==> src/rtl/srec_pkg.sv <==
// Shared types for the S-record load controller.
// - load_state_t : controller FSM states
// - fifo_entry_t : one queued parser byte write {address, byte}
// - byte_enable  : one-hot byte lane select from a byte offset
package srec_pkg;

   typedef enum logic [1:0] {
      WAIT    = 2'd0,
      LOADING = 2'd1,
      RUN     = 2'd2,
      ERROR   = 2'd3
   } load_state_t;

   typedef struct packed {
      logic [31:0] address;
      logic [7:0]  data;
   } fifo_entry_t;

   localparam int unsigned FifoEntryWidth = $bits(fifo_entry_t);

   function automatic logic [3:0] byte_enable(input logic [1:0] offset);
      return 4'b0001 << offset;
   endfunction

endpackage

==> src/rtl/srec_load_controller_if.sv <==
// Word-addressed memory request/response bus, used both for the CPU side and
// the RAM side of the load controller.
// - master : drives valid/we/addr/be/wdata, receives ready/rdata
// - slave  : receives the request, drives ready/rdata
interface srec_load_controller_if;

   logic        valid;
   logic        we;
   logic [29:0] addr;
   logic [3:0]  be;
   logic [31:0] wdata;
   logic        ready;
   logic [31:0] rdata;

   modport master (
      output valid, we, addr, be, wdata,
      input  ready, rdata
   );

   modport slave (
      input  valid, we, addr, be, wdata,
      output ready, rdata
   );

endinterface

==> src/rtl/srec_write_fifo.sv <==
// Synchronous FIFO with full/empty flags and a synchronous flush.
// - clock, reset : system clock, synchronous active-high reset
// - flush        : drop all entries
// - push/push_data : enqueue; accepted when not full or when popping
// - pop/pop_data   : dequeue; pop_data shows the head combinationally
// - full, empty    : occupancy flags
module srec_write_fifo #(
   parameter int unsigned DEPTH = 4,
   parameter int unsigned WIDTH = 40
) (
   input  logic             clock,
   input  logic             reset,
   input  logic             flush,
   input  logic             push,
   input  logic [WIDTH-1:0] push_data,
   input  logic             pop,
   output logic [WIDTH-1:0] pop_data,
   output logic             full,
   output logic             empty
);

   localparam int unsigned PtrWidth = $clog2(DEPTH);

   logic [WIDTH-1:0]  storage_q [DEPTH];
   // Extra MSB distinguishes full from empty when the indices match.
   logic [PtrWidth:0] wr_ptr_q, rd_ptr_q;
   logic              push_ok, pop_ok;

   assign empty    = (wr_ptr_q == rd_ptr_q);
   assign full     = (wr_ptr_q[PtrWidth] != rd_ptr_q[PtrWidth]) &&
                     (wr_ptr_q[PtrWidth-1:0] == rd_ptr_q[PtrWidth-1:0]);
   assign pop_ok   = pop && !empty;
   // A push into a full FIFO is fine when the head leaves in the same cycle.
   assign push_ok  = push && (!full || pop_ok);
   assign pop_data = storage_q[rd_ptr_q[PtrWidth-1:0]];

   always_ff @(posedge clock) begin
      if (reset || flush) begin
         wr_ptr_q <= '0;
         rd_ptr_q <= '0;
      end else begin
         if (push_ok) wr_ptr_q <= wr_ptr_q + 1'b1;
         if (pop_ok)  rd_ptr_q <= rd_ptr_q + 1'b1;
      end
   end

   always_ff @(posedge clock) begin
      if (push_ok) storage_q[wr_ptr_q[PtrWidth-1:0]] <= push_data;
   end

endmodule

==> src/rtl/srec_load_controller.sv <==
// Sequences S-record parser byte writes into the shared RAM and arbitrates the
// RAM port between the loader and the CPU. Holds the CPU in reset while an
// image streams in, releases it after the UART line stays idle, and latches
// parser/overflow errors.
// - clock, reset           : system clock, synchronous active-high reset
// - char_ready             : UART character strobe (activity)
// - parser_write_*         : byte write strobe, byte address, byte data
// - parser_error           : parser sticky error
// - cpu_mem (slave)        : CPU memory bus
// - mem (master)           : RAM memory bus
// - cpu_reset, load_error  : CPU reset hold, sticky error indicator
// - bytes_loaded           : bytes committed in the current load, saturating
module srec_load_controller
   import srec_pkg::*;
#(
   parameter int unsigned FIFO_DEPTH     = 4,
   parameter int unsigned TIMEOUT_CYCLES = 1000000
) (
   input  logic                    clock,
   input  logic                    reset,
   input  logic                    char_ready,
   input  logic                    parser_write_enable,
   input  logic [31:0]             parser_write_address,
   input  logic [7:0]              parser_write_byte,
   input  logic                    parser_error,
   srec_load_controller_if.slave   cpu_mem,
   srec_load_controller_if.master  mem,
   output logic                    cpu_reset,
   output logic                    load_error,
   output logic [15:0]             bytes_loaded
);

   localparam int unsigned IdleWidth = (TIMEOUT_CYCLES > 1) ? $clog2(TIMEOUT_CYCLES) : 1;
   localparam logic [IdleWidth-1:0] IdleMax = IdleWidth'(TIMEOUT_CYCLES - 1);

   load_state_t          state_q, state_d;
   logic [IdleWidth-1:0] idle_q, idle_d;
   logic                 reload_pending_q, reload_pending_d;
   logic [15:0]          bytes_q, bytes_d;
   logic                 cpu_reset_q;
   logic                 load_error_q;

   logic                 fifo_push, fifo_pop, fifo_full, fifo_empty, fifo_flush;
   logic [FifoEntryWidth-1:0] fifo_head_bits;
   fifo_entry_t          fifo_in, fifo_head;
   logic                 loader_valid;
   logic                 overflow;

   assign fifo_in.address = parser_write_address;
   assign fifo_in.data    = parser_write_byte;
   assign fifo_head       = fifo_entry_t'(fifo_head_bits);

   assign fifo_push    = parser_write_enable && (state_q != ERROR);
   assign fifo_flush   = (state_q == ERROR);
   assign loader_valid = (state_q == LOADING) && !fifo_empty;
   assign fifo_pop     = loader_valid && mem.ready;
   assign overflow     = fifo_push && fifo_full && !fifo_pop;

   srec_write_fifo #(
      .DEPTH (FIFO_DEPTH),
      .WIDTH (FifoEntryWidth)
   ) u_fifo (
      .clock     (clock),
      .reset     (reset),
      .flush     (fifo_flush),
      .push      (fifo_push),
      .push_data (fifo_in),
      .pop       (fifo_pop),
      .pop_data  (fifo_head_bits),
      .full      (fifo_full),
      .empty     (fifo_empty)
   );

   // Next-state logic.
   always_comb begin
      state_d          = state_q;
      reload_pending_d = reload_pending_q;

      unique case (state_q)
         WAIT: begin
            if (char_ready) state_d = LOADING;
         end
         LOADING: begin
            // An empty FIFO in LOADING also means no loader request is open.
            if ((idle_q == IdleMax) && fifo_empty) state_d = RUN;
         end
         RUN: begin
            // A reload request waits until the CPU bus is between requests.
            if ((char_ready || reload_pending_q) && !cpu_mem.valid) begin
               state_d = LOADING;
            end else if (char_ready) begin
               reload_pending_d = 1'b1;
            end
         end
         ERROR: begin
            state_d = ERROR;
         end
         default: state_d = WAIT;
      endcase

      if (parser_error || overflow) state_d = ERROR;
      if (state_d != RUN) reload_pending_d = 1'b0;
   end

   always_comb begin
      idle_d = idle_q;
      if (char_ready) begin
         idle_d = '0;
      end else if (idle_q != IdleMax) begin
         idle_d = idle_q + 1'b1;
      end
   end

   always_comb begin
      bytes_d = bytes_q;
      if ((state_d == LOADING) && (state_q != LOADING)) begin
         bytes_d = '0;
      end else if (fifo_pop && (bytes_q != 16'hFFFF)) begin
         bytes_d = bytes_q + 16'd1;
      end
   end

   always_ff @(posedge clock) begin
      if (reset) begin
         state_q          <= WAIT;
         idle_q           <= '0;
         reload_pending_q <= 1'b0;
         bytes_q          <= '0;
         cpu_reset_q      <= 1'b1;
         load_error_q     <= 1'b0;
      end else begin
         state_q          <= state_d;
         idle_q           <= idle_d;
         reload_pending_q <= reload_pending_d;
         bytes_q          <= bytes_d;
         cpu_reset_q      <= (state_q != RUN);
         load_error_q     <= load_error_q || (state_d == ERROR);
      end
   end

   // RAM port arbitration: CPU passes straight through in RUN, otherwise
   // the loader drives byte writes from the FIFO head.
   always_comb begin
      mem.valid     = loader_valid;
      mem.we        = 1'b1;
      mem.addr      = fifo_head.address[31:2];
      mem.be        = byte_enable(fifo_head.address[1:0]);
      mem.wdata     = {4{fifo_head.data}};
      cpu_mem.ready = 1'b0;
      cpu_mem.rdata = '0;
      if (state_q == RUN) begin
         mem.valid     = cpu_mem.valid;
         mem.we        = cpu_mem.we;
         mem.addr      = cpu_mem.addr;
         mem.be        = cpu_mem.be;
         mem.wdata     = cpu_mem.wdata;
         cpu_mem.ready = mem.ready;
         cpu_mem.rdata = mem.rdata;
      end
   end

   assign cpu_reset    = cpu_reset_q;
   assign load_error   = load_error_q;
   assign bytes_loaded = bytes_q;

endmodule

==> src/flat_wrapper.sv <==
// flat-port wrapper written by rule: the top's interface ports become plain ports
module srec_load_controller_flat import srec_pkg::*;
#(
   parameter int unsigned FIFO_DEPTH     = 4,
   parameter int unsigned TIMEOUT_CYCLES = 1000000
)
  (clock, reset, char_ready, parser_write_enable, parser_write_address, parser_write_byte, parser_error, cpu_reset, load_error, bytes_loaded, cpu_mem_valid, cpu_mem_we, cpu_mem_addr, cpu_mem_be, cpu_mem_wdata, cpu_mem_ready, cpu_mem_rdata, mem_valid, mem_we, mem_addr, mem_be, mem_wdata, mem_ready, mem_rdata);
  srec_load_controller_if cpu_mem_i ();
  srec_load_controller_if mem_i ();
  input  logic clock;
  input  logic reset;
  input  logic char_ready;
  input  logic parser_write_enable;
  input  logic [31:0] parser_write_address;
  input  logic [7:0] parser_write_byte;
  input  logic parser_error;
  output logic cpu_reset;
  output logic load_error;
  output logic [15:0] bytes_loaded;
  input wire logic [$bits(cpu_mem_i.valid)-1:0] cpu_mem_valid;
  input wire logic [$bits(cpu_mem_i.we)-1:0] cpu_mem_we;
  input wire logic [$bits(cpu_mem_i.addr)-1:0] cpu_mem_addr;
  input wire logic [$bits(cpu_mem_i.be)-1:0] cpu_mem_be;
  input wire logic [$bits(cpu_mem_i.wdata)-1:0] cpu_mem_wdata;
  output wire logic [$bits(cpu_mem_i.ready)-1:0] cpu_mem_ready;
  output wire logic [$bits(cpu_mem_i.rdata)-1:0] cpu_mem_rdata;
  output wire logic [$bits(mem_i.valid)-1:0] mem_valid;
  output wire logic [$bits(mem_i.we)-1:0] mem_we;
  output wire logic [$bits(mem_i.addr)-1:0] mem_addr;
  output wire logic [$bits(mem_i.be)-1:0] mem_be;
  output wire logic [$bits(mem_i.wdata)-1:0] mem_wdata;
  input wire logic [$bits(mem_i.ready)-1:0] mem_ready;
  input wire logic [$bits(mem_i.rdata)-1:0] mem_rdata;
  assign cpu_mem_i.valid = cpu_mem_valid;
  assign cpu_mem_i.we = cpu_mem_we;
  assign cpu_mem_i.addr = cpu_mem_addr;
  assign cpu_mem_i.be = cpu_mem_be;
  assign cpu_mem_i.wdata = cpu_mem_wdata;
  assign cpu_mem_ready = cpu_mem_i.ready;
  assign cpu_mem_rdata = cpu_mem_i.rdata;
  assign mem_valid = mem_i.valid;
  assign mem_we = mem_i.we;
  assign mem_addr = mem_i.addr;
  assign mem_be = mem_i.be;
  assign mem_wdata = mem_i.wdata;
  assign mem_i.ready = mem_ready;
  assign mem_i.rdata = mem_rdata;
  srec_load_controller #(.FIFO_DEPTH(FIFO_DEPTH), .TIMEOUT_CYCLES(TIMEOUT_CYCLES)) u_core (.clock(clock), .reset(reset), .char_ready(char_ready), .parser_write_enable(parser_write_enable), .parser_write_address(parser_write_address), .parser_write_byte(parser_write_byte), .parser_error(parser_error), .cpu_mem(cpu_mem_i), .mem(mem_i), .cpu_reset(cpu_reset), .load_error(load_error), .bytes_loaded(bytes_loaded));
endmodule
==> config.mk <==
export PLATFORM = sky130hd
export DESIGN_NAME = srec_load_controller_flat
export DESIGN_NICKNAME = d
export VERILOG_FILES = /design/src/rtl/srec_pkg.sv /design/src/rtl/srec_load_controller_if.sv /design/src/rtl/srec_write_fifo.sv /design/src/rtl/srec_load_controller.sv /design/src/flat_wrapper.sv
export SDC_FILE = /design/constraint.sdc
export NUM_CORES = 1
export LEC_CHECK = 0
export ABC_AREA = 1
export BUFFER_PORTS_ARGS = -buffer_cell sky130_fd_sc_hd__buf_2
export CORE_MARGIN = 4
export CORE_UTILIZATION = 45
export CTS_BUF_LIST = sky130_fd_sc_hd__clkbuf_8
export CTS_CLUSTER_DIAMETER = 30
export DETAILED_ROUTE_END_ITERATION = 10
export PLACE_DENSITY = 0.8
export RECOVER_POWER = 25
export SLEW_MARGIN = 20
export SYNTH_ARGS = -nofsm -noshare
export SYNTH_HDL_FRONTEND = slang
export SYNTH_HIERARCHICAL = 1
export SYNTH_SLANG_ARGS = --single-unit
==> constraint.sdc <==
create_clock -name clock -period 4.5 [get_ports clock]
set_input_delay 0.225 -clock clock [delete_from_list [all_inputs] [get_ports clock]]
set_output_delay 0.225 -clock clock [all_outputs]
set_load 0.005 [all_outputs]
; Word level (Yosys, flattened, before mapping)
; Memory sizes are Yosys's and may differ from the RTL's. A register that Yosys moved wholly into a read port is not among the register bits.
; Cells that the tools add are included.
[totals]
memories = 1
ff_bits = 47
mem_bits_rw = 160
elab_cells = 72
in_bits = 146
[memory_table]
columns = memory, depth, width, read_ports, rd_ports_with_merged_regs, wr, line_no
row1 = u_core.u_fifo.storage_q, 4, 40, 1, 1, 1, srec_write_fifo.sv:24  ; logic [WIDTH-1:0] storage_q [DEPTH];
[op_classes]
n_reduce_logical = 26
n_bitwise = 1
n_eq_ne = 15
add_sub_neg = 4
mux = 16
shifts = 1
[ops]
columns = cell, n
row1 = 2-to-1 mux 32 bit, 2
row2 = 2-to-1 mux 30 bit, 1
row3 = adder 20 x 1 -> 20 bit (second input constant), 1
row4 = equality test 20 bit (second input constant), 1
row5 = inequality test 20 bit (second input constant), 1
row6 = adder 16 x 1 -> 16 bit (second input constant), 1
row7 = inequality test 16 bit (second input constant), 1
row8 = logical AND 1 bit, 12
row9 = 2-to-1 mux 2 bit, 6
row10 = one-hot mux 2 bit (4 select lines), 1
row11 = adder 3 x 1 -> 3 bit (second input constant), 2
row12 = equality test 2 bit (second input constant), 3
row13 = inequality test 2 bit (second input constant), 3
row14 = OR reduction 2 bit, 3
row15 = logical OR 1 bit, 5
row16 = 2-to-1 mux 1 bit, 5
row17 = equality test 2 x 1 -> 1 bit (second input constant), 2
row18 = logical NOT 1 bit, 4
row19 = 2-to-1 mux 4 bit, 1
row20 = left shift 1 x 2 -> 4 bit (first input constant), 1
row21 = equality test 3 bit, 1
row22 = AND reduction 3 bit, 1
row23 = equality test 2 bit, 1
row24 = logical NOT 2 bit, 1
row25 = other kinds (3), 3

; Longest topological paths before layout
; Gate-level depths: netlist of run 1.
[logic_depth]
word_depth = 11
ltp_mapped = 14
depth_no_buf = 14

; Cells and area by module
; Netlist of run 1, hierarchy kept.
[by_module_without_submodules]
columns = module, cells_each, area_per_inst_um2, instances, seq_area_each_um2
row1 = srec_write_fifo, 454, 6342.3, 1, 4964.8
row2 = srec_load_controller, 601, 3253.1, 1, 820.8

; Worst setup path after synthesis of run 1
; OpenSTA, ideal clock, no wires.
[synth_timing]
path_type = reg2reg
start = register u_core.u_fifo.wr_ptr_q[1]
end = memory u_core.u_fifo.storage_q[0][0], enable pin
t_arrival_ns = 3.078
slack_ns = 0.984
setup_time_ns = 0.437
stages_incl_launch_ff = 11
cell_sequence = dfxtp_1 -> inv_1 -> nand2_1 -> nand2_1 -> nand3_2 -> inv_1 -> nor3_4 -> inv_1 -> nand4_2 -> nand2_2 -> nor2_1
[synth_via]
elab_chain_len = 9
elab_cells_between_ends = 12
[synth_lines]
columns = element, line_no
row1 = "start, declared", srec_write_fifo.sv:26  ; logic [PtrWidth:0] wr_ptr_q, rd_ptr_q;
row2 = "start signal, assigned", srec_write_fifo.sv:42  ; if (push_ok) wr_ptr_q <= wr_ptr_q + 1'b1;
row3 = equality test 3 bit, srec_write_fifo.sv:29  ; assign empty = (wr_ptr_q == rd_ptr_q);
row4 = net u_core.fifo_empty, srec_load_controller.sv:43  ; logic fifo_push, fifo_pop, fifo_full, fifo_empty, fifo_flush;
row5 = logical NOT 1 bit, srec_load_controller.sv:55  ; assign loader_valid = (state_q == LOADING) && !fifo_empty;
row6 = logical AND 1 bit, srec_load_controller.sv:55
row7 = logical AND 1 bit, srec_load_controller.sv:56  ; assign fifo_pop = loader_valid && mem.ready;
row8 = net u_core.fifo_pop, srec_load_controller.sv:43
row9 = logical AND 1 bit, srec_write_fifo.sv:32  ; assign pop_ok = pop && !empty;
row10 = logical OR 1 bit, srec_write_fifo.sv:34  ; assign push_ok = push && (!full || pop_ok);
row11 = logical AND 1 bit, srec_write_fifo.sv:34
row12 = 2-to-1 mux 1 bit, srec_write_fifo.sv:48  ; if (push_ok) storage_q[wr_ptr_q[PtrWidth-1:0]] <= push_data;
row13 = 2-to-1 mux 1 bit (implied by the code), srec_write_fifo.sv:48
row14 = "end, declared", srec_write_fifo.sv:24
; The timed path passes the listed nets, and every way through them passes these cells.

; Worst setup path in the final report of run 1
[layout_timing]
start = register u_core.u_fifo.wr_ptr_q[1]
end = memory u_core.u_fifo.storage_q[2][22], enable pin
; The elaborated chain is that of the path after synthesis.

==> run summary, run 1 <==
status = finished, final reports clean
Worst-path clk slew = 50 ps
Hold Fails Final Rpt = 0
first-pass GRT wire length = 39.3 mm
yosys synthesis warning count = 6
P&R area growth vs syn = 29.3%
Leak Pwr = 5.24 nW
CORE AREA = 21,000 sq um
Setup Crit Path Kind = register to register
DRC = 0
Synth top area share = 50.1%
slowest cell on the critical path = nor2_4
Die ar. = 23,700 sq um
drt first pass iters = 5
WP buf/inv = 4
Synth Area in Compound Gates = 10.9%
setup violators final = 0
DP Area = 11,200 sq um
pin count of the biggest net entering global routing = 81
commonest non-fill, non-tap cell in the layout = nand2_1
fin crit period = 3010 ps
Max transition margin = 35.3%
worst r2r dst = u_core/u_fifo/storage_q[2][22]
CP Cell Sequence = inv_1, nand2_1, nand2_1, nand3_2, inv_1, nor3_4, inv_1, nand4_2, nand2_2, nor2_4, buf_4
post-route setup TNS = 0 ps
synth top area cells = edfxtp_1 50%, dfxtp_1 10%, nand2_1 9.9%
Final ANT Viol Nets = 0
clock latency on the worst-skew pair = 520 ps
Final Cell Area = 12,400 sq um
Starting Density = 45.6%
Final nets = 1,521
post-synthesis mux area share = 0%
clk buf depth = 3
HP Start = cpu_mem_valid
Peak VDD IR = 0.000271 V
layout cells sized above 1 = 23.8%
Num CTS Buffers = 42
initial drt markers = 774
most used cell, CP = inv_1
Yosys top cell by area = edfxtp_1
number of vias per cell = 5.01
Max Cap Violations = 0
Root Buffer = clkbuf_8
reg-to-reg startpoint = u_core/u_fifo/wr_ptr_q[1]
Congestion Overflow GR = 0
Die Width = 154 microns
Peak Freq = 0.333 GHz
critical path's top delay family = simple AND/OR/NAND/NOR gates
worst endpoint data arrival time = 3210 ps
post-synthesis simple-gate area fraction = 20.5%
I/O Pins = 265
post-CTS sizing = 0
initial antenna violation count = 1
H-tree Lvls = 2
hold crit path type = input port to register
CP Data Required Time = 4710 ps
vias in the first global route = 8,161
total track usage = 20.0%
fin. max-slew vios = 0
Post-CTS Setup Bufs = 0
CTS tree = built
routed len/inst = 14.9 microns
ys async rst share = 0%
reg2reg path depth = 11
Post-Syn Area = 9600 sq um
Row Count = 53
hpwl dp = 16.4 mm
Die H = 154 microns
hold path endpoint = u_core/reload_pending_q
Synth cell types = 39
PnR Total Power = 4.61 mW
WL final = 25.0 mm
worst slew pin tran = 969 ps
Vias = 8,376
Synth Area in Adders = 0.913%
Synth Area in XOR/XNOR = 1.08%
crit-path max cell delay = 640 ps
Post-synth EDFFs = 160
Hold Buf Count CTS = 41
RSZ-0062 raised after global routing = no
most frequent cells in the layout = 254 x nand2_1, 232 x buf_2, 160 x edfxtp_1
main combinational cell family by area after synthesis = simple AND/OR/NAND/NOR gates
sequential share of the synthesized area = 60.3%
CP startpoint kind = register
Hold Crit Depth = 3
final period utilization = 66.8%
CP max FO = 24
syn nets = 1,208
slack of the worst reg-to-reg path = 1490 ps
clk_skew = 20.4 ps
Cell Pwr Density = 371 nW/um^2
clk sinks = 209
Synth Flop Type = edfxtp_1
Buffers on Ports = 264
Mapped Cells = 1,055
Yosys reg bits = 209
Final GP Congestion = 0.878
Mean Syn Cell Area = 9.10 sq um
Setup crit end kind = register
==> registers in the layout, indices dropped and copies added, names as in the netlist, named ones only <==
signal / flops
u_core/bytes_loaded: 16
u_core/load_error: 1
u_core/cpu_reset: 1
u_core/u_fifo/wr_ptr_q: 3
u_core/u_fifo/storage_q: 160
u_core/idle_q: 20
u_core/state_q: 2
u_core/u_fifo/rd_ptr_q: 3
u_core/reload_pending_q: 1
==> logic make-up (layout without fill, tap and decap cells) <==
logic type | Yosys count | count (layout)
other cells | 0 | 1
buf+inv | 152 | 494
simple gates | 483 | 483
compound gates | 193 | 193
xor+xnor | 11 | 11
flops | 209 | 209
fa+ha+maj | 7 | 7
==> through the flow <==
step	instances	hold WS (ps)	utilization [%]	worst slack [ps]
floorplan	1055	294	-	984
global placement	1558	441	53.1	1590
detailed placement	1558	445	53.1	1480
CTS	1672	36.7	59.2	1470
global route	1673	78.2	59.0	1280
finish	1673	61.5	59.0	1490
==> synthesized netlist by cell type (2+ instances only) <==
master,number
nand3b_1,2
xor2_1,5
inv_1,102
nand2_2,6
o21ai_0,50
dfxtp_1,49
a31oi_1,4
xnor2_1,5
nand4_1,8
o22ai_1,41
inv_2,5
a21oi_1,37
nor2_1,163
buf_6,3
o21ai_1,53
nand2_1,254
buf_1,5
o31ai_1,4
nor3_1,12
or2_2,3
nor2_2,3
buf_2,6
ha_1,7
edfxtp_1,160
nand3_1,25
clkbuf_1,30
==> worst max-delay path by stage <==
stage                                                 to                 startpoint  cells past startpoint  slack (ps)
after floorplan            u_core/u_fifo/storage_q[0][0]  u_core/u_fifo/wr_ptr_q[1]                     10         980
after global placement    u_core/u_fifo/storage_q[2][20]  u_core/u_fifo/wr_ptr_q[1]                     11        1590
after detailed placement  u_core/u_fifo/storage_q[2][22]  u_core/u_fifo/wr_ptr_q[1]                     11        1480
after CTS                 u_core/u_fifo/storage_q[2][32]  u_core/u_fifo/wr_ptr_q[1]                     11        1470
after global routing      u_core/u_fifo/storage_q[2][32]  u_core/u_fifo/wr_ptr_q[1]                     11        1280
final                     u_core/u_fifo/storage_q[2][22]  u_core/u_fifo/wr_ptr_q[1]                     11        1490
==> final cells by class <==
| class | count | area, sq um |
|---|---|---|
| Fill cell | 1712 | 8610 |
| Sequential cell | 209 | 5790 |
| Multi-Input combinational cell | 694 | 3240 |
| Timing Repair Buffer | 314 | 1760 |
| Clock buffer | 43 | 592 |
| Inverter | 107 | 402 |
| Tap cell | 275 | 344 |
| Clock inverter | 30 | 282 |
| Antenna cell | 1 | 2.50 |
==> where the power goes <==
group | switching [mW] | internal, mW | total (mW) | leakage (nW)
Combinational | 0.274 | 0.191 | 0.465 | 2.94
Clock | 0.802 | 1.18 | 1.99 | 0.443
Sequential | 0.0177 | 2.14 | 2.16 | 1.86
==> layer usage <==
metal  wire [microns]  GRT usage [%]
met5                0              0
met4              673           7.40
met3             1690           3.12
met2            12800           36.9
met1             9800           23.4
==> tightest hold or removal path: stages <==
cell and delay [ps]:
buf_2 90, a31oi_1 70, nor3_1 150
Note: power is estimated with default switching activity, not from simulation.
==> run 2: changes to the inputs <==
--- a/config.mk
+++ b/config.mk
@@ -5,14 +5,14 @@
 export SDC_FILE = /design/constraint.sdc
 export NUM_CORES = 1
 export LEC_CHECK = 0
-export ABC_AREA = 1
+export ABC_AREA = 0
 export BUFFER_PORTS_ARGS = -buffer_cell sky130_fd_sc_hd__buf_2
 export CORE_MARGIN = 4
 export CORE_UTILIZATION = 45
 export CTS_BUF_LIST = sky130_fd_sc_hd__clkbuf_8
 export CTS_CLUSTER_DIAMETER = 30
 export DETAILED_ROUTE_END_ITERATION = 10
-export PLACE_DENSITY = 0.8
+export PLACE_DENSITY = 0.81
 export RECOVER_POWER = 25
 export SLEW_MARGIN = 20
 export SYNTH_ARGS = -nofsm -noshare
==> constraint.sdc (replaced) <==
create_clock -name clock -period 2.9 [get_ports clock]
set_input_delay 0.145 -clock clock [delete_from_list [all_inputs] [get_ports clock]]
set_output_delay 0.145 -clock clock [all_outputs]
set_load 0.005 [all_outputs]
==> run 2 against run 1 <==
Effect of this change:
- via count fell by 13%
- sequential cell count unchanged
- setup slack got worse by 1300 ps
- non-clock buffer count rose by 16
- utilization grew 1.6 points
- combinational power up 55%
- area after synthesis shrank 3.3%
- fmax up 12%
- sequential share of layout area up 0.54 points
- count of clock-buffer cells in the layout is 1 higher
- synthesized cell count fell by 30%
==> run summary, run 2 <==
status = finished, final reports clean (unchanged)
WL final = 23.1 mm (was 25.0 mm)
Buffers on Ports = 264 (unchanged)
P&R area growth vs syn = 32.2% (was 29.3%)
CP startpoint kind = register (unchanged)
clk_skew = 16.5 ps (was 20.4 ps)
number of vias per cell = 5.28 (was 5.01)
CTS tree = built (unchanged)
Hold Fails Final Rpt = 0 (unchanged)
Final ANT Viol Nets = 0 (unchanged)
Num CTS Buffers = 41 (was 42)
dominant cell by count in the synthesized netlist = nand2_1 (unchanged)
Synth top area share = 51.8% (was 50.1%)
Post-synth EDFFs = 160 (unchanged)
RSZ-0062 raised after global routing = no (unchanged)
yosys synthesis warning count = 6 (unchanged)
CORE AREA = 20,200 sq um (was 21,000 sq um)
Synth cell types = 54 (was 39)
Cell Pwr Density = 565 nW/um^2 (was 371 nW/um^2)
crit-path max cell delay = 460 ps (was 640 ps)
Clock power frac = 41.1% (was 43.1%)
syn nets = 895 (was 1,208)
Yosys top cell by area = edfxtp_1 (unchanged)
Worst-path clk slew = 60 ps (was 50 ps)
CP Cell Sequence = xnor2_1, nand3_1, inv_1, nand4bb_1, inv_2, inv_1, a41oi_1, and2_2, buf_12 (was inv_1, nand2_1, nand2_1, nand3_2, inv_1, nor3_4, inv_1, nand4_2, nand2_2, nor2_4, buf_4)
Die ar. = 23,000 sq um (was 23,700 sq um)
final period utilization = 92.6% (was 66.8%)
Max transition margin = 54.8% (was 35.3%)
clk sinks = 209 (unchanged)
Post-Syn Area = 9280 sq um (was 9600 sq um)
DP Area = 11,100 sq um (was 11,200 sq um)
I/O Pins = 265 (unchanged)
Root Buffer = clkbuf_8 (unchanged)
synth top area cells = edfxtp_1 52%, dfxtp_1 11%, mux4_2 9.7% (was edfxtp_1 50%, dfxtp_1 10%, nand2_1 9.9%)
ys async rst share = 0% (unchanged)
setup violators final = 0 (unchanged)
P_sw = 1.65 mW (was 1.09 mW)
fin. max-slew vios = 0 (unchanged)
Reg power frac = 48.6% (was 46.8%)
Mean Syn Cell Area = 12.5 sq um (was 9.10 sq um)
Sw Share = 23.8% (was 23.7%)
Die Width = 152 microns (was 154 microns)
PnR Total Power = 6.93 mW (was 4.61 mW)
hpwl dp = 16.0 mm (was 16.4 mm)
Setup Crit Path Kind = register to register (unchanged)
post-CTS sizing = 0 (unchanged)
final setup margin = 216 ps (was 1490 ps)
drt first pass iters = 5 (unchanged)
worst endpoint data arrival time = 2890 ps (was 3210 ps)
initial drt markers = 383 (was 774)
most frequent cells in the layout = 230 x buf_2, 198 x nand2_1, 160 x edfxtp_1 (was 254 x nand2_1, 232 x buf_2, 160 x edfxtp_1)
most used cell, CP = inv_1 (unchanged)
Congestion Overflow GR = 0 (unchanged)
routed len/inst = 16.8 microns (was 14.9 microns)
Synth Flop Type = edfxtp_1 (unchanged)
max reg flops = 160 (unchanged)
Final GP Congestion = 0.829 (was 0.878)
Mapped Cells = 742 (was 1,055)
commonest non-fill, non-tap cell in the layout = buf_2 (was nand2_1)
clock latency on the worst-skew pair = 520 ps (about the same)
clk buf depth = 3 (unchanged)
layout cells sized above 1 = 33.0% (was 23.8%)
Die H = 152 microns (was 154 microns)
Max Cap Violations = 0 (unchanged)
Row Count = 52 (was 53)
CP max FO = 30 (was 24)
Final Cell Area = 12,300 sq um (was 12,400 sq um)
antenna fix cells = 0 (was 1)
Final nets = 1,232 (was 1,521)
DRC = 0 (unchanged)
Leak Pwr = 4.86 nW (was 5.24 nW)
internal power = 5.28 mW (was 3.52 mW)
total track usage = 19.7% (was 20.0%)
Peak Freq = 0.373 GHz (was 0.333 GHz)
vias in the first global route = 6,980 (was 8,161)
initial antenna violation count = 0 (was 1)
slowest cell on the critical path = and2_2 (was nor2_4)
fin crit period = 2680 ps (was 3010 ps)
Vias = 7,278 (was 8,376)
hold crit path type = input port to register (unchanged)
H-tree Lvls = 2 (unchanged)
sequential share of the synthesized area = 62.3% (was 60.3%)
dpl ws = 240 ps (was 1480 ps)
worst slew pin tran = 676 ps (was 969 ps)
pin count of the biggest net entering global routing = 62 (was 81)
Fillers = 1,577 (was 1,712)
first-pass GRT wire length = 35.5 mm (was 39.3 mm)
CP Data Required Time = 3110 ps (was 4710 ps)
Post-CTS Setup Bufs = 0 (unchanged)
Starting Density = 45.9% (was 45.6%)
commonest cells in the netlist = 198 x nand2_1, 160 x edfxtp_1, 49 x dfxtp_1 (was 254 x nand2_1, 163 x nor2_1, 160 x edfxtp_1)
logic gate share of total power = 10.4% (was 10.1%)
Yosys reg bits = 209 (unchanged)
Setup crit end kind = register (unchanged)
Peak VDD IR = 0.000391 V (was 0.000271 V)
-- run 2: power by group through the flow --
stage	clock network (mW)	registers (mW)	logic (mW)
floorplan	0	3.42	0.322
detailed placement	0	3.43	0.681
finish	2.85	3.37	0.720
global route	3.09	3.37	0.799
CTS	2.92	3.37	0.733
global placement	0	3.42	0.667
-- run 2: worst max-delay path: cells and delay by family (launching register included) --
kind                      cells  cell delay [ps]
AOI/OAI and AO/OA             1              360
buffers and inverters         4              610
xor gates and xnor gates      1              150
DFF                           1              410
and+or+nand+nor               3              830
-- run 2: metal layers --
| layer | GRT usage (%) | wire (microns) | share of wire, % |
|---|---|---|---|
| met1 | 24.1 | 8720 | 38 |
| met4 | 5.93 | 468 | 2.0 |
| met3 | 3.96 | 2160 | 9.3 |
| met5 | 0 | 0 | 0 |
| met2 | 35.2 | 11800 | 51 |
-- run 2: cells by family (layout without fill, tap and decap cells) --
kind of cell               after synthesis  after routing  share of synthesized area [%]
and+or+nand+nor                        338            338                           17.3
adders and majority gates                7              7                          0.943
AOI/OAI and AO/OA                       86             86                           6.07
buffers and inverters                   47            414                           2.14
DFF                                    209            209                           62.3
xor gates and xnor gates                 9              9                          0.849
muxes                                   46             46                           10.4
-- run 2: final timing paths --
path / from / endpoint / slack (ps) / cells past startpoint
worst max-delay path: u_core/u_fifo/rd_ptr_q[2] / u_core/u_fifo/storage_q[2][22] / 220 / 9
worst min-delay path: cpu_mem_valid / u_core/reload_pending_q / 80 / 3
worst max register to register: u_core/u_fifo/rd_ptr_q[2] / u_core/u_fifo/storage_q[2][22] / 220 / 9
worst min register to register: u_core/idle_q[19] / u_core/idle_q[19] / 490 / 2
-- run 2: layout make-up --
type | instances | area [sq um] | area share, %
Clock buffer | 44 | 606 | 4.93
Clock inverter | 29 | 211 | 1.72
Inverter | 11 | 41.3 | 0.336
Multi-Input combinational cell | 486 | 3330 | 27.1
Sequential cell | 209 | 5790 | 47.2
Tap cell | 270 | 338 | 2.75
Timing Repair Buffer | 330 | 1960 | 16.0
-- run 2: what timing repair did --
action / CTS / global route
hold endpoints to repair: 165 / 0
setup endpoints to repair: 0 / 0
hold buffers: 44 / 0
-- run 2: per-stage QoR --
step / TNS, ps / hold WS [ps] / utilization [%] / instances
2_1_floorplan: -1270 / 214 / - / 742
3_3_place_gp: 0 / 360 / 54.6 / 1262
3_5_place_dp: 0 / 363 / 54.6 / 1262
4_1_cts: 0 / 35.4 / 60.9 / 1379
5_1_grt: 0 / 96.0 / 60.6 / 1379
6_report: 0 / 79.0 / 60.6 / 1379
==> run 3: changes to the inputs <==
--- a/config.mk
+++ b/config.mk
@@ -7,6 +7,7 @@
 export LEC_CHECK = 0
 export ABC_AREA = 0
 export BUFFER_PORTS_ARGS = -buffer_cell sky130_fd_sc_hd__buf_2
+export CAP_MARGIN = 20
 export CORE_MARGIN = 4
 export CORE_UTILIZATION = 45
 export CTS_BUF_LIST = sky130_fd_sc_hd__clkbuf_8
==> constraint.sdc (replaced) <==
create_clock -name clock -period 2.9 [get_ports clock]
set_input_delay 0.58 -clock clock [delete_from_list [all_inputs] [get_ports clock]]
set_output_delay 0.58 -clock clock [all_outputs]
set_load 0.005 [all_outputs]
==> run 3 against run 2 <==
Effect of this change:
- combinational power is 6.7% lower
- hold slack better by 200 ps
- sequential power hardly changed
- via count is 2.5% lower
- non-clock buffer count is 45 lower
- clock skew is 8.1 ps higher
==> run summary, run 3 (synthesis gave the netlist of run 2 again) <==
status = finished, final reports clean (unchanged)
WL final = 23.5 mm (was 23.1 mm)
worst r2r dst = u_core/u_fifo/storage_q[0][15] (was u_core/u_fifo/storage_q[2][22])
worst slew pin tran = 628 ps (was 676 ps)
pin count of the biggest net entering global routing = 49 (was 62)
Final GP Congestion = 0.826 (was 0.829)
most used cell, CP = nand2_1 (was inv_1)
fin. max-slew vios = 0 (unchanged)
I/O Pins = 265 (unchanged)
hpwl dp = 16.0 mm (about the same)
CORE AREA = 20,200 sq um (unchanged)
Final nets = 1,188 (was 1,232)
area of the multi-input gates = 3340 sq um (was 3330 sq um)
most frequent cells in the layout = 231 x buf_2, 198 x nand2_1, 160 x edfxtp_1 (was 230 x buf_2, 198 x nand2_1, 160 x edfxtp_1)
DRC = 0 (unchanged)
final period utilization = 95.7% (was 92.6%)
Final ANT Viol Nets = 0 (unchanged)
reg-to-reg startpoint = u_core/u_fifo/rd_ptr_q[2] (unchanged)
PnR Total Power = 7.10 mW (was 6.93 mW)
number of vias per cell = 5.32 (was 5.28)
hold crit path type = input port to register (unchanged)
Worst-path clk slew = 60 ps (about the same)
Congestion Overflow GR = 0 (unchanged)
Cell Pwr Density = 596 nW/um^2 (was 565 nW/um^2)
Max transition margin = 57.8% (was 54.8%)
Hold Fails Final Rpt = 0 (unchanged)
worst setup path end = mem_wdata[14] (was u_core/u_fifo/storage_q[2][22])
Setup Crit Path Kind = register to output port (was register to register)
vias in the first global route = 6,745 (was 6,980)
clock latency on the worst-skew pair = 550 ps (was 520 ps)
fin crit period = 2780 ps (was 2680 ps)
slowest cell on the critical path = dfxtp_2 (was and2_2)
initial drt markers = 374 (was 383)
Starting Density = 45.9% (unchanged)
Die H = 152 microns (unchanged)
Post-CTS Setup Bufs = 0 (unchanged)
antenna fix cells = 0 (unchanged)
Root Buffer = clkbuf_8 (unchanged)
drt first pass iters = 5 (unchanged)
layout cells sized above 1 = 34.5% (was 33.0%)
crit-path max cell delay = 700 ps (was 460 ps)
Peak Freq = 0.360 GHz (was 0.373 GHz)
worst endpoint data arrival time = 2200 ps (was 2890 ps)
H-tree Lvls = 2 (unchanged)
Num CTS Buffers = 41 (unchanged)
Non-Filler Instances = 1,334 (was 1,379)
clk buf depth = 3 (unchanged)
routed len/inst = 17.6 microns (was 16.8 microns)
reg2reg path depth = 9 (unchanged)
CP startpoint kind = register (unchanged)
CP max FO = 20 (was 30)
clk_skew = 24.7 ps (was 16.5 ps)
Fillers = 1,619 (was 1,577)
initial antenna violation count = 1 (was 0)
Die Width = 152 microns (unchanged)
setup violators final = 0 (unchanged)
slack of the worst reg-to-reg path = 340 ps (was 220 ps)
CP Cell Sequence = buf_4, mux4_2, nand2_1, nand2_1, buf_2 (was xnor2_1, nand3_1, inv_1, nand4bb_1, inv_2, inv_1, a41oi_1, and2_2, buf_12)
dpl ws = 366 ps (was 240 ps)
Leak Pwr = 4.70 nW (was 4.86 nW)
Setup crit end kind = output port (was register)
CTS tree = built (unchanged)
Max Cap Violations = 0 (unchanged)
P&R area growth vs syn = 28.4% (was 32.2%)
register area = 5790 sq um (about the same)
final setup margin = 124 ps (was 216 ps)
total track usage = 19.6% (was 19.7%)
Hold WS = 277 ps (was 79.0 ps)
Die ar. = 23,000 sq um (unchanged)
first-pass GRT wire length = 35.0 mm (was 35.5 mm)
Vias = 7,094 (was 7,278)
Row Count = 52 (unchanged)
RSZ-0062 raised after global routing = no (unchanged)
max reg flops = 160 (unchanged)
clk sinks = 209 (unchanged)
commonest non-fill, non-tap cell in the layout = buf_2 (unchanged)
Peak VDD IR = 0.000394 V (was 0.000391 V)
Buffers on Ports = 264 (unchanged)
placed insts = 1,260 (was 1,262)
CP Data Required Time = 2320 ps (was 3110 ps)
run 3: final cells by class:
cell class                 instances  area share [%]
inverter                          11           0.346
clock inverter                    26            1.98
timing repair buffer             285            13.0
sequential                       209            48.6
clock buffer                      46            5.31
tap                              270            2.83
multi-input combinational        487            28.0
run 3: worst max-delay path: cells and delay by family, from the launching register on:
family | cells | cell delay, ps
DFF | 1 | 700
muxes | 1 | 310
buffers and inverters | 2 | 400
and+or+nand+nor | 2 | 240
run 3: worst min-delay path by stage:
stage,start,end,cells past startpoint
after floorplan,u_core/idle_q[19],u_core/idle_q[19],2
after global placement,u_core/idle_q[19],u_core/idle_q[19],2
after detailed placement,u_core/idle_q[19],u_core/idle_q[19],2
after CTS,parser_write_address[29],u_core/u_fifo/storage_q[3][37],1
after global routing,parser_write_address[13],u_core/u_fifo/storage_q[0][21],1
final,parser_write_address[13],u_core/u_fifo/storage_q[1][21],1
run 3: through the flow:
| stage | TNS [ps] | util, % | instance area [sq um] |
|---|---|---|---|
| after floorplan | -1270 | - | 9290 |
| after global placement | 0 | 54.6 | 11100 |
| after detailed placement | 0 | 54.6 | 11100 |
| after CTS | 0 | 58.9 | 11900 |
| after global routing | 0 | 58.9 | 11900 |
| final | 0 | 58.9 | 11900 |
run 3: power breakdown:
| group | total, mW | switching [mW] | leakage, nW | internal, mW |
|---|---|---|---|---|
| logic | 0.672 | 0.365 | 2.37 | 0.306 |
| registers | 3.37 | 0.0373 | 1.86 | 3.34 |
| clock network | 3.06 | 1.24 | 0.464 | 1.82 |
| total | 7.10 | 1.64 | 4.70 | 5.46 |
run 3: routing by layer:
layer | wire, microns | global-route usage (%)
met3 | 2350 | 4.88
met1 | 9050 | 24.6
met2 | 11700 | 33.9
met5 | 14 | 0
met4 | 395 | 5.48
run 3: timing repair:
action / 4_1_cts / 5_1_grt
hold buffers: 0 / 0
gates resized for setup: 0 / 2
endpoints found under the setup margin: 0 / 47
